## config.mk

```make
export PLATFORM = sky130hd
export DESIGN_NAME = friscv_dmem_arbiter
export DESIGN_NICKNAME = d
export VERILOG_FILES = /design/src/rtl/friscv_dmem_arbiter.sv
export SDC_FILE = /design/constraint.sdc
export NUM_CORES = 1
export LEC_CHECK = 0
export CORE_AREA = 2 2 86 88
export DETAILED_ROUTE_END_ITERATION = 10
export DIE_AREA = 0 0 88 90
export PLACE_DENSITY = 0.78
export SLEW_MARGIN = 20
export SYNTH_ARGS = -nofsm -noshare
export SYNTH_HDL_FRONTEND = slang
export SYNTH_SLANG_ARGS = --single-unit
```

## constraint.sdc

```tcl
create_clock -name clk -period 2.45 [get_ports clk]
set_input_delay 0.3675 -clock clk [delete_from_list [all_inputs] [get_ports clk]]
set_output_delay 0.3675 -clock clk [all_outputs]
set_load 0.02 [all_outputs]
```

## src/rtl/friscv_dmem_arbiter.sv

```systemverilog
// Purpose : round-robin arbiter sharing the single-port DMEM between core (req 0) and debug/loader (req 1), with per-requester lock.
// Latency : grant is combinational (0 cycles); read data valid one cycle after a read grant.
// Backpress: requesters hold req_i and payload until gnt_o; a locked owner blocks the other requester entirely.
module friscv_dmem_arbiter #(
    parameter int ADDR_WIDTH = 12,
    parameter int DATA_WIDTH = 32,
    parameter int NUM_REQ    = 2
) (
    input  logic                      clk,
    input  logic                      rst_n,
    input  logic [1:0]                req_i,
    input  logic [1:0]                we_i,
    input  logic [1:0]                lock_i,
    input  logic [2*ADDR_WIDTH-1:0]   addr_i,
    input  logic [2*DATA_WIDTH/8-1:0] be_i,
    input  logic [2*DATA_WIDTH-1:0]   wdata_i,
    output logic [1:0]                gnt_o,
    output logic [1:0]                rvalid_o,
    output logic [DATA_WIDTH-1:0]     rdata_o,
    output logic                      mem_en_o,
    output logic                      mem_we_o,
    output logic [ADDR_WIDTH-1:0]     mem_addr_o,
    output logic [DATA_WIDTH/8-1:0]   mem_be_o,
    output logic [DATA_WIDTH-1:0]     mem_wdata_o,
    input  logic [DATA_WIDTH-1:0]     mem_rdata_i
);

    localparam int BE_W = DATA_WIDTH / 8;

    // The arbitration logic is written for exactly two requesters.
    generate
        if (NUM_REQ != 2) begin : g_bad_num_req
            $error("friscv_dmem_arbiter supports NUM_REQ == 2 only");
        end
    endgenerate

    // Encoding chosen so bit 1 is the lock flag and bit 0 the lock owner.
    typedef enum logic [1:0] {
        UNLOCKED = 2'b00,
        LOCKED_0 = 2'b10,
        LOCKED_1 = 2'b11
    } state_t;

    state_t     state_q, state_d;
    logic       prio_q, prio_d;
    logic [1:0] rvalid_q, rvalid_d;
    logic       lock_q, owner_q;
    logic [1:0] gnt;

    assign lock_q  = state_q[1];
    assign owner_q = state_q[0];

    // Grant: locked owner only, otherwise single requester or round-robin tie-break.
    // Held at zero during reset so nothing reaches the DMEM while rst_n is low.
    always_comb begin
        gnt = 2'b00;
        if (rst_n) begin
            if (lock_q) begin
                gnt[owner_q] = req_i[owner_q];
            end else if (req_i == 2'b11) begin
                gnt[prio_q] = 1'b1;
            end else begin
                gnt = req_i;
            end
        end
    end

    // Memory mux: forward the granted requester's payload, zeros when idle.
    always_comb begin
        mem_en_o    = |gnt;
        mem_we_o    = 1'b0;
        mem_addr_o  = '0;
        mem_be_o    = '0;
        mem_wdata_o = '0;
        if (gnt[1]) begin
            mem_we_o    = we_i[1];
            mem_addr_o  = addr_i[ADDR_WIDTH +: ADDR_WIDTH];
            mem_be_o    = be_i[BE_W +: BE_W];
            mem_wdata_o = wdata_i[DATA_WIDTH +: DATA_WIDTH];
        end else if (gnt[0]) begin
            mem_we_o    = we_i[0];
            mem_addr_o  = addr_i[0 +: ADDR_WIDTH];
            mem_be_o    = be_i[0 +: BE_W];
            mem_wdata_o = wdata_i[0 +: DATA_WIDTH];
        end
    end

    // Next state: priority flips to the loser after a grant, lock follows lock_i of the owner.
    always_comb begin
        state_d  = state_q;
        prio_d   = prio_q;
        rvalid_d = gnt & ~we_i;
        if (|gnt) begin
            prio_d = gnt[0];
        end
        case (state_q)
            UNLOCKED: begin
                if (gnt[0] && lock_i[0]) begin
                    state_d = LOCKED_0;
                end else if (gnt[1] && lock_i[1]) begin
                    state_d = LOCKED_1;
                end
            end
            LOCKED_0: if (!lock_i[0]) state_d = UNLOCKED;
            LOCKED_1: if (!lock_i[1]) state_d = UNLOCKED;
            default:  state_d = UNLOCKED;
        endcase
    end

    // State registers; reset drops any lock and any read still in flight.
    always_ff @(posedge clk or negedge rst_n) begin
        if (!rst_n) begin
            state_q  <= UNLOCKED;
            prio_q   <= 1'b0;
            rvalid_q <= 2'b00;
        end else begin
            state_q  <= state_d;
            prio_q   <= prio_d;
            rvalid_q <= rvalid_d;
        end
    end

    assign gnt_o    = gnt;
    assign rvalid_o = rvalid_q;
    assign rdata_o  = mem_rdata_i;

endmodule

```

* Word-level counts from Yosys, hierarchy flattened
Index checks and enable logic that the tools add are counted.
Storage, ports and cells: memories 0, flip-flop bits (word level) 5, output and inout port bits 86, bits in read-only memories 0, memory bits (writable) 0, logic and storage cells 45, latch bits 0
Operators by class: eq/ne operators 6, muxes and demuxes 22, shifts and indexed selects 0, multiply operators 0, add/subtract/negate cells 0, magnitude comparators 4, reduce and logical (&&, ||, !) cells 7, bitwise gates (word level) 3, divide/modulo/power cells 0
Operators with widths (count):
- 32-bit 2-to-1 mux | 2
- 12-bit 2-to-1 mux | 2
- 2-bit 2-to-1 mux | 7
- 4-bit 2-to-1 mux | 2
- 2-bit == test, second input constant | 3
- 1-bit 2-to-1 mux | 6
- 2-bit one-hot mux with 3 select lines | 1
- 2-bit AND | 2
- 1-bit logical AND | 4
- 1-bit by 2-bit < comparator with 1-bit output, second input constant | 2
- 2-bit != test, second input constant | 2
- 3-bit != test, second input constant | 1
- 3-bit AND reduction | 1
- 1-bit demux with 1-bit select | 2
- 1-bit greater-or-equal comparator, second input constant | 2
- 2-bit zero test | 1
- 2-bit NOT | 1
- 2-bit OR reduction | 1

* Depth between registers and ports, before layout
depth in word-level cells 11, mapped depth 5

* Worst setup path after synthesis
No wires, ideal clock.
path kind register -> output, start register state_q[1], end output port mem_wdata_o[10], path buffers 2, slack 687 ps, arrival time 1396 ps, cell stages (with the launch flop) 6, cell sequence dfrtp_1 -> and2_1 -> buf_6 -> nor3_4 -> buf_4 -> a22o_1
On the way: longest elaborated chain between the ends 4
Ends and longest elaborated chain:
- start: declaration | RTL line 44 | state_t state_q, state_d;
- start signal: assignment | RTL line 117 | state_q <= state_d;
- 2-bit 2-to-1 mux | RTL line 58 | if (lock_q) begin
- 2-bit 2-to-1 mux | RTL line 57 | if (rst_n) begin
- via gnt_o[0] | RTL line 17 | output logic [1:0] gnt_o,
- 32-bit 2-to-1 mux | RTL line 80 | end else if (gnt[0]) begin
- 32-bit 2-to-1 mux | RTL line 75 | if (gnt[1]) begin
- end: declaration | RTL line 24 | output logic [DATA_WIDTH-1:0] mem_wdata_o,
The timed path passes the listed nets, and every way through them passes these cells.

* Worst setup path after layout
start input port req_i[0], end output port mem_addr_o[2]
On the way: longest elaborated chain between the ends 7, elaborated cells between the ends (all ways) 9, those cells by class 1 x eq/ne; 7 x mux; 1 x bitwise
Ends and longest elaborated chain:
- start: declaration | RTL line 11 | input logic [1:0] req_i,
- 1-bit 2-to-1 mux (implied by the code) (2 in series) | RTL line 59 | gnt[owner_q] = req_i[owner_q];
- 2-bit AND (no line)
- 2-bit 2-to-1 mux (*) | RTL line 58
- 2-bit 2-to-1 mux (*) | RTL line 57
- 12-bit 2-to-1 mux | RTL line 80
- 12-bit 2-to-1 mux (*) | RTL line 75
- end: declaration | RTL line 22 | output logic [ADDR_WIDTH-1:0] mem_addr_o,
Mark *: on every way between the ends. The rest lies on a longest branch, timed or not. The select of a mux whose other input is x is not followed.

==> results by stage <==
STA:
- Setup total negative slack on the finished layout was measured at 0 ns.
- The max-slew violation total from the final report is 0.
- The final setup violation count is 0.
- At the pin with the least slew margin, the transition time is 0.3081 ns.
- The final hold violation count was 0.
- Headroom to the max-slew limit came out at 0.7917.
- The smallest clock period supported by the final layout is computed as 2.392 ns.
- The maximum clock skew at final layout is 0.0003375 ns.
- Setup repair after global routing left no endpoint under its margin.
- Derived from the worst setup path, the maximum achievable clock frequency is 418.0 MHz.
- In the finished design, the share of the clock period the worst path needs comes to 0.9765.
- Setup slack on the critical path of the routed design comes to 0.05752 ns.

Logic synthesis:
- The number of nets in the synthesized netlist is 252.
- In the synthesized netlist, the number of instances is 116.
- The distinct cell type count of the synthesized netlist is 19.
- Of the synthesized area, sequential elements account for 0.1225.
- After synthesis the netlist holds a flip-flop and latch count of 5.
- The Yosys step of the flow raised 0 warnings.
- A synthesized cell averages 8.802 µm².
- The area of the mapped netlist is 0.001021 mm².

Placed design:
- Counting tap cells, the placed design contains a total of 339 instances.
- The number of input and output port buffers inserted is 157.
- The pre-CTS worst setup slack is -0.3365 ns.
- Summed over all nets, the half-perimeter wirelength after detailed placement is 4090 µm.
- The placer congestion estimate is 0.7930.

Power and ir drop:
- The fraction of power spent switching nets is 0.3885.
- The power per cell area is 385.1 mW/mm².
- The switching power total is 0.3721 mW.
- The internal portion of the total power is 0.5857 mW.
- The share of total power dissipated in combinational logic is 0.721.
- The fraction of power consumed by the clock network is 0.158.
- The overall power consumption is 0.9578 mW.
- The worst-case IR drop observed on VDD is 0.1681 mV.
- The sequential power share is 0.121.
- In this run the static leakage power is 1.160 nW.

Routing:
- The number of vias in the routed layout is 1465.
- The starting DRC count in detailed routing is 25.
- Dividing the detail-routed wire length by the instance count gives 14.78 µm.
- After detailed routing, the number of vias per cell comes to 4.246.
- For this run, design rule violations remaining after detail routing come to 0.
- The final routed wirelength across all metal layers is 5099 µm.
- Before antenna repair, the detailed router went through 6 iterations.
- The antenna violation net count after detailed routing is 0.

Critical path:
- Data arrives at the worst endpoint at 2.02 ns.
- The kind of cell with the highest combined delay along the critical path is buffers and inverters.
- STA classifies the critical path startpoint as an input pin.
- The worst path required time is 2.08 ns.
- The signal on the critical path passes through clkdlybuf4s50_1 -> nor3b_4 -> nor3_4 -> buf_6 -> a22o_1 -> dlygate4sd2_1.
- The biggest cell delay along the critical path is 0.43 ns.
- The library cell contributing the largest single delay on the critical path is clkdlybuf4s50_1.
- STA classifies the critical path endpoint as an output pin.
- The maximum fanout along the worst path is 18.
- The kind of critical path is input pin to output pin.
- The buffering stage count on the worst path with inverters included is 3.

Clocking:
- Buffers inserted during clock tree synthesis total 3.
- The clock latency of the later-clocked register in the worst-skew pair is 0.22 ns.
- The number of sinks driven by the clock tree is 5.
- The cell chosen for the clock root is clkbuf_8.
- After clock tree synthesis, the clock-pin slew on the worst setup and hold paths is 0.03 ns.
- The CTS tree is built.
- The longest clock path from root to sink contains 2 buffers.
- CTS built an H-tree with a depth of 1.

Floorplan:
- For this configuration, the core starts out at a cell density of 0.1454.
- The die is 90 µm tall.
- The number of top-level design ports is 222.
- The die footprint is 0.007920 mm².
- The die is 88 µm wide.
- The number of placement rows is 31.
- The placeable core region is 0.007020 mm².

Finish:
- The core occupancy in the finished layout is 0.3543.
- The area added between synthesis and finish is 143.6%.
- The finished layout holds 345 standard cells, fillers aside.
- The number of fillers in the final layout is 733.
- The final antenna diode count is 0.
- At the end of the flow, the number of nets in the layout was 383.
- Of the cells placed in the final design, the portion with a size suffix greater than 1 is 0.1545.
- The multi-input logic area is 588.1 µm².
- Across the whole layout, storage elements account for 125.1 µm².

GRT:
- The total overflow left after global routing is 0.
- The number of global-route vias before repair is 1507.
- The total track usage is 0.1168.
- Entering global routing, the biggest net connects 27 pins.
- The initial antenna violation count is 0.
- The first global-routing pass estimated 7245 µm of wire.

Outcome:
- The flow ran to the end, and the final reports show no timing, DRC or antenna violations.

Flow run:
- The reported max-cap violation count is 0.

Hold path:
- The worst hold path class is input pin to asynchronous set/reset pin.
## kinds of logic after synthesis
| family | count (synthesis) | synth area share |
|---|---|---|
| compound gates | 54 | 0.4583 |
| buf+inv | 43 | 0.3076 |
| simple gates | 14 | 0.1115 |
| flops | 5 | 0.1225 |
## through the flow
step	hold slack [ns]	cell area [µm²]
4_1_cts	0.4786	2485
3_5_place_dp	0.5321	2500
6_report	0.4860	2487
2_1_floorplan	0.07191	1021
3_3_place_gp	0.5051	2500
5_1_grt	0.5015	2487
## cells in the mapped netlist (all sizes together)
cell,n,area share
nor4,3,0.018
nor3b,1,0.012
nor2,1,0.0037
o21ai,1,0.0049
dfrtp,5,0.12
nand2,2,0.0074
nor3,2,0.032
and2,1,0.0061
nor4b,1,0.0086
buf,43,0.31
a311o,1,0.0098
or2,1,0.0061
a22o,50,0.43
nor2b,1,0.0086
o21a,1,0.0074
o31ai,1,0.0074
and3b,1,0.0086
## metal layers
| layer | GRT usage | part of all wire | vias up |
|---|---|---|---|
| met5 | 0 | 0 | - |
| met4 | 0.05385 | 0.027 | 0 |
| met1 | 0.1061 | 0.33 | 648 |
| li1 | - | - | 684 |
| met2 | 0.2330 | 0.53 | 113 |
| met3 | 0.02571 | 0.11 | 20 |
## power by group through the flow
stage                     Sequential [mW]  Combinational [mW]  Clock (mW)
final                               0.116               0.690       0.152
after floorplan                     0.111               0.402           0
after CTS                           0.115               0.698       0.159
after detailed placement            0.112               0.741           0
after global placement              0.111               0.736           0
after global routing                0.117               0.734       0.167
## state kept, by name, summed over array words and instances (netlist names)
register  cells
prio_q        1
rvalid_o      2
state_q       2
## path summary, 6_finish.rpt
kind,start,endpoint,slack (ns),depth (start not counted)
worst max register to register,state_q[1],state_q[1],0.99,4
worst max-delay path,req_i[0],mem_addr_o[2],0.06,6
worst min-delay path,rst_n,rvalid_o[1],0.49,2
worst min register to register,prio_q,prio_q,0.58,1
min in group clk,prio_q,prio_q,0.58,1
max in group asynchronous,rst_n,prio_q,1.86,2
## worst reg2reg max path, delay by kind of cell (launching register included)
| family | cells | cell delay, ns |
|---|---|---|
| DFF | 1 | 0.46 |
| and+or+nand+nor | 2 | 0.41 |
| AOI/OAI and AO/OA | 1 | 0.31 |
| buffers and inverters | 1 | 0.17 |
## layout make-up
| class | instances | share of cell area |
|---|---|---|
| timing repair buffer | 169 | 0.6454 |
| tap | 99 | 0.04980 |
| sequential | 5 | 0.05030 |
| clock buffer | 4 | 0.01811 |
| multi-input combinational | 68 | 0.2364 |
## layout by cell type (no fill, tap or decap), types with 2 or more instances in the layout
cell,synthesis,layout
a22o_1,50,50
buf_12,0,3
buf_2,5,17
buf_4,37,7
buf_6,1,2
clkbuf_8,0,3
clkdlybuf4s50_1,0,105
dfrtp_1,5,5
dlygate4sd2_1,0,33
nand2_1,2,2
nor3_4,2,2
nor4_1,3,3
## what timing repair did
item                       in CTS  in global routing
hold buffers                    0                  0
gates resized for setup       107                  1
cloned                          1                  0
pin swaps                       2                  0
hold endpoints to repair        0                  0
setup endpoints to repair      51                  1
buffers inserted                1                  0
Power figures use the tool's default switching activity.
==> RTL edit, RTL diff (same flow settings) <==
Make the reset (`rst_n`) synchronous in one clocked block.
--- a/src/rtl/friscv_dmem_arbiter.sv
+++ b/src/rtl/friscv_dmem_arbiter.sv
@@ -108,7 +108,7 @@
     end
 
     // State registers; reset drops any lock and any read still in flight.
-    always_ff @(posedge clk or negedge rst_n) begin
+    always_ff @(posedge clk) begin
         if (!rst_n) begin
             state_q  <= UNLOCKED;
             prio_q   <= 1'b0;
Check against the original RTL: differs if rst_n is asserted again (counterexample within 4 cycles, from zero or initial values and one cycle with rst_n low); with rst_n held inactive, the same outputs for 10 cycles.
==> RTL edit against the original RTL <==
- setup slack lost 0.0068 ns
- sequential cell count is the same
- global-route usage shrank 0.34 points
- clock power grew 5%
- register-to-register slack gained 0.14 ns
- largest power group unchanged
- synthesized area shrank 0.37%
- critical path type unchanged
- die area is the same
- cell area shrank 0.96%
- wire length shrank 2.9%
- maximum frequency shrank 0.28%
- power shrank 25%
==> RTL edit: results (changes against the original RTL) <==
* Status: finished clean
* Ranking of synthesized cells by area: a22o_1, buf_4, dfxtp_1, buf_6, buf_2
* Filler cells at 754 (+2.9%)
* First drt pass iteration count at 4 (-2)
* Async SR Flop Fraction at 0% (-100 points)
* Initial antenna violation count at 3 (+3)
* Setup WS pre-CTS at -0.199 ns (+0.137 ns)
* Top_reg_cell synth: dfxtp_1
* All-layer global routing usage at 11.3% (-0.34 points)
* Final worst slack at 0.0507 ns (-0.00677 ns)
* Largest net degree at the start of global routing at 28 (+3.7%)
* Placer congestion estimate at 0.680 (-14%)
* IO buf count at 157 (unchanged)
* Compound-Gate Fraction of Synth Area at 47.0% (+1.2 points)
* Post-CTS setup buffers at 0 (-1)
* RR Endpoint: rvalid_o[1]
* Worst-margin pin slew at 0.269 ns (-0.0393 ns)
* Worst-Skew Late Latency at 0.23 ns
* Worst r2r path cells at 4 (unchanged)
* Final wirelength at 4.95 mm (-2.9%)
* Synth unique cells at 20 (+1)
* Final clock skew at 0.00103 ns (+0.000697 ns)
* Register area share after synthesis at 9.84% (-2.4 points)
* Crit-path max FO at 25 (+7)
* Mapped Nets at 257 (+2.0%)
* Crit Reg-Reg Startpoint: state_q[0]
* Reg2reg setup slack at 1.13 ns (+0.14 ns)
* Min-Delay Path Class: reg -> reg
* Layout cells sized above 1 at 4.92% (-11 points)
* First-pass GRT wire length at 7.11 mm (-1.8%)
* WP data arrival at roughly 2.0 ns
* Peak VDD IR at 104 µV (-38%)
* Mux contribution to synthesized area at 1.11% (+1.1 points)
* Hold WS at 0.513 ns (+0.0268 ns)
* Leak Pwr at 1.12 nW (-3.2%)
* Synth top cells by count: a22o_1, buf_4, buf_2, buf_6, dfxtp_1
* Min-delay src: prio_q
* HPWL Detailed at 4.32 mm (+5.5%)
* Vias at 1,467 (+0.14%)
* Setup crit start: req_i[1]
* Initial drt markers at 35 (+40%)
RTL edit: changes by cell type after synthesis, moves of 3 or more:
cell | unedited run | this run
buf_4 | 37 | 32
buf_6 | 1 | 6
dfrtp_1 | 5 | 0
dfxtp_1 | 0 | 5
nor2b_1 | 0 | 3
nor4_1 | 3 | 0
RTL edit: worst max path at each step:
stage,endpoint,depth (start not counted)
after detailed placement,mem_wdata_o[24],6
after floorplan,mem_wdata_o[11],5
after CTS,gnt_o[1],4
after global routing,mem_wdata_o[9],6
after global placement,mem_wdata_o[9],6
final,mem_wdata_o[8],6
RTL edit: cell type report:
class                   instances  area (µm²)  share of cell area [%]
diodes                          2        5.00                   0.203
clock buffers                   4        45.0                    1.83
inverters                       1        3.75                   0.152
multi-input cells              71         578                    23.5
flip-flops and latches          5         100                    4.06
well taps                      99         124                    5.03
repair buffers                163        1610                    65.3
RTL edit: power breakdown:
part	switching [W]	internal [W]
registers	0.00000445	0.0000864
clock network	0.0000475	0.000112
logic	0.000189	0.000274
total	0.000241	0.000473
RTL edit: metal layers:
metal | wire length, µm | GRT usage (%) | part of all wire (%)
met1 | 1790 | 11.2 | 36
met2 | 2360 | 20.6 | 48
met3 | 657 | 4.22 | 13
met4 | 135 | 5.00 | 2.7
met5 | 13 | 0 | 0.26
RTL edit: cell families (layout without fill, tap and decap cells):
logic type	after synthesis	after routing
buffers and inverters	45	168
DFF	5	5
muxes	1	1
and+or+nand+nor	15	15
AOI/OAI and AO/OA	55	55
other	0	2
RTL edit: through the flow:
stage | cell area, µm² | TNS, ns | utilization [%] | instances
3_3_place_gp | 2470 | -7.07 | 35.2 | 339
2_1_floorplan | 1020 | 0 | - | 121
4_1_cts | 2450 | 0 | 34.9 | 343
3_5_place_dp | 2470 | -8.34 | 35.2 | 339
6_report | 2460 | 0 | 35.1 | 345
5_1_grt | 2460 | 0 | 35.0 | 343
RTL edit: worst max-delay path, cell delays in order:
cell and delay (ns):
clkdlybuf4s50_1 0.53, nand3b_1 0.12, and3_2 0.27, buf_12 0.16
a22o_1 0.24, dlygate4sd2_1 0.32
RTL edit: what timing repair did:
item,in CTS,in global routing
setup endpoints to repair,51,3
endpoints found under the hold margin,0,0
resized for setup,51,3
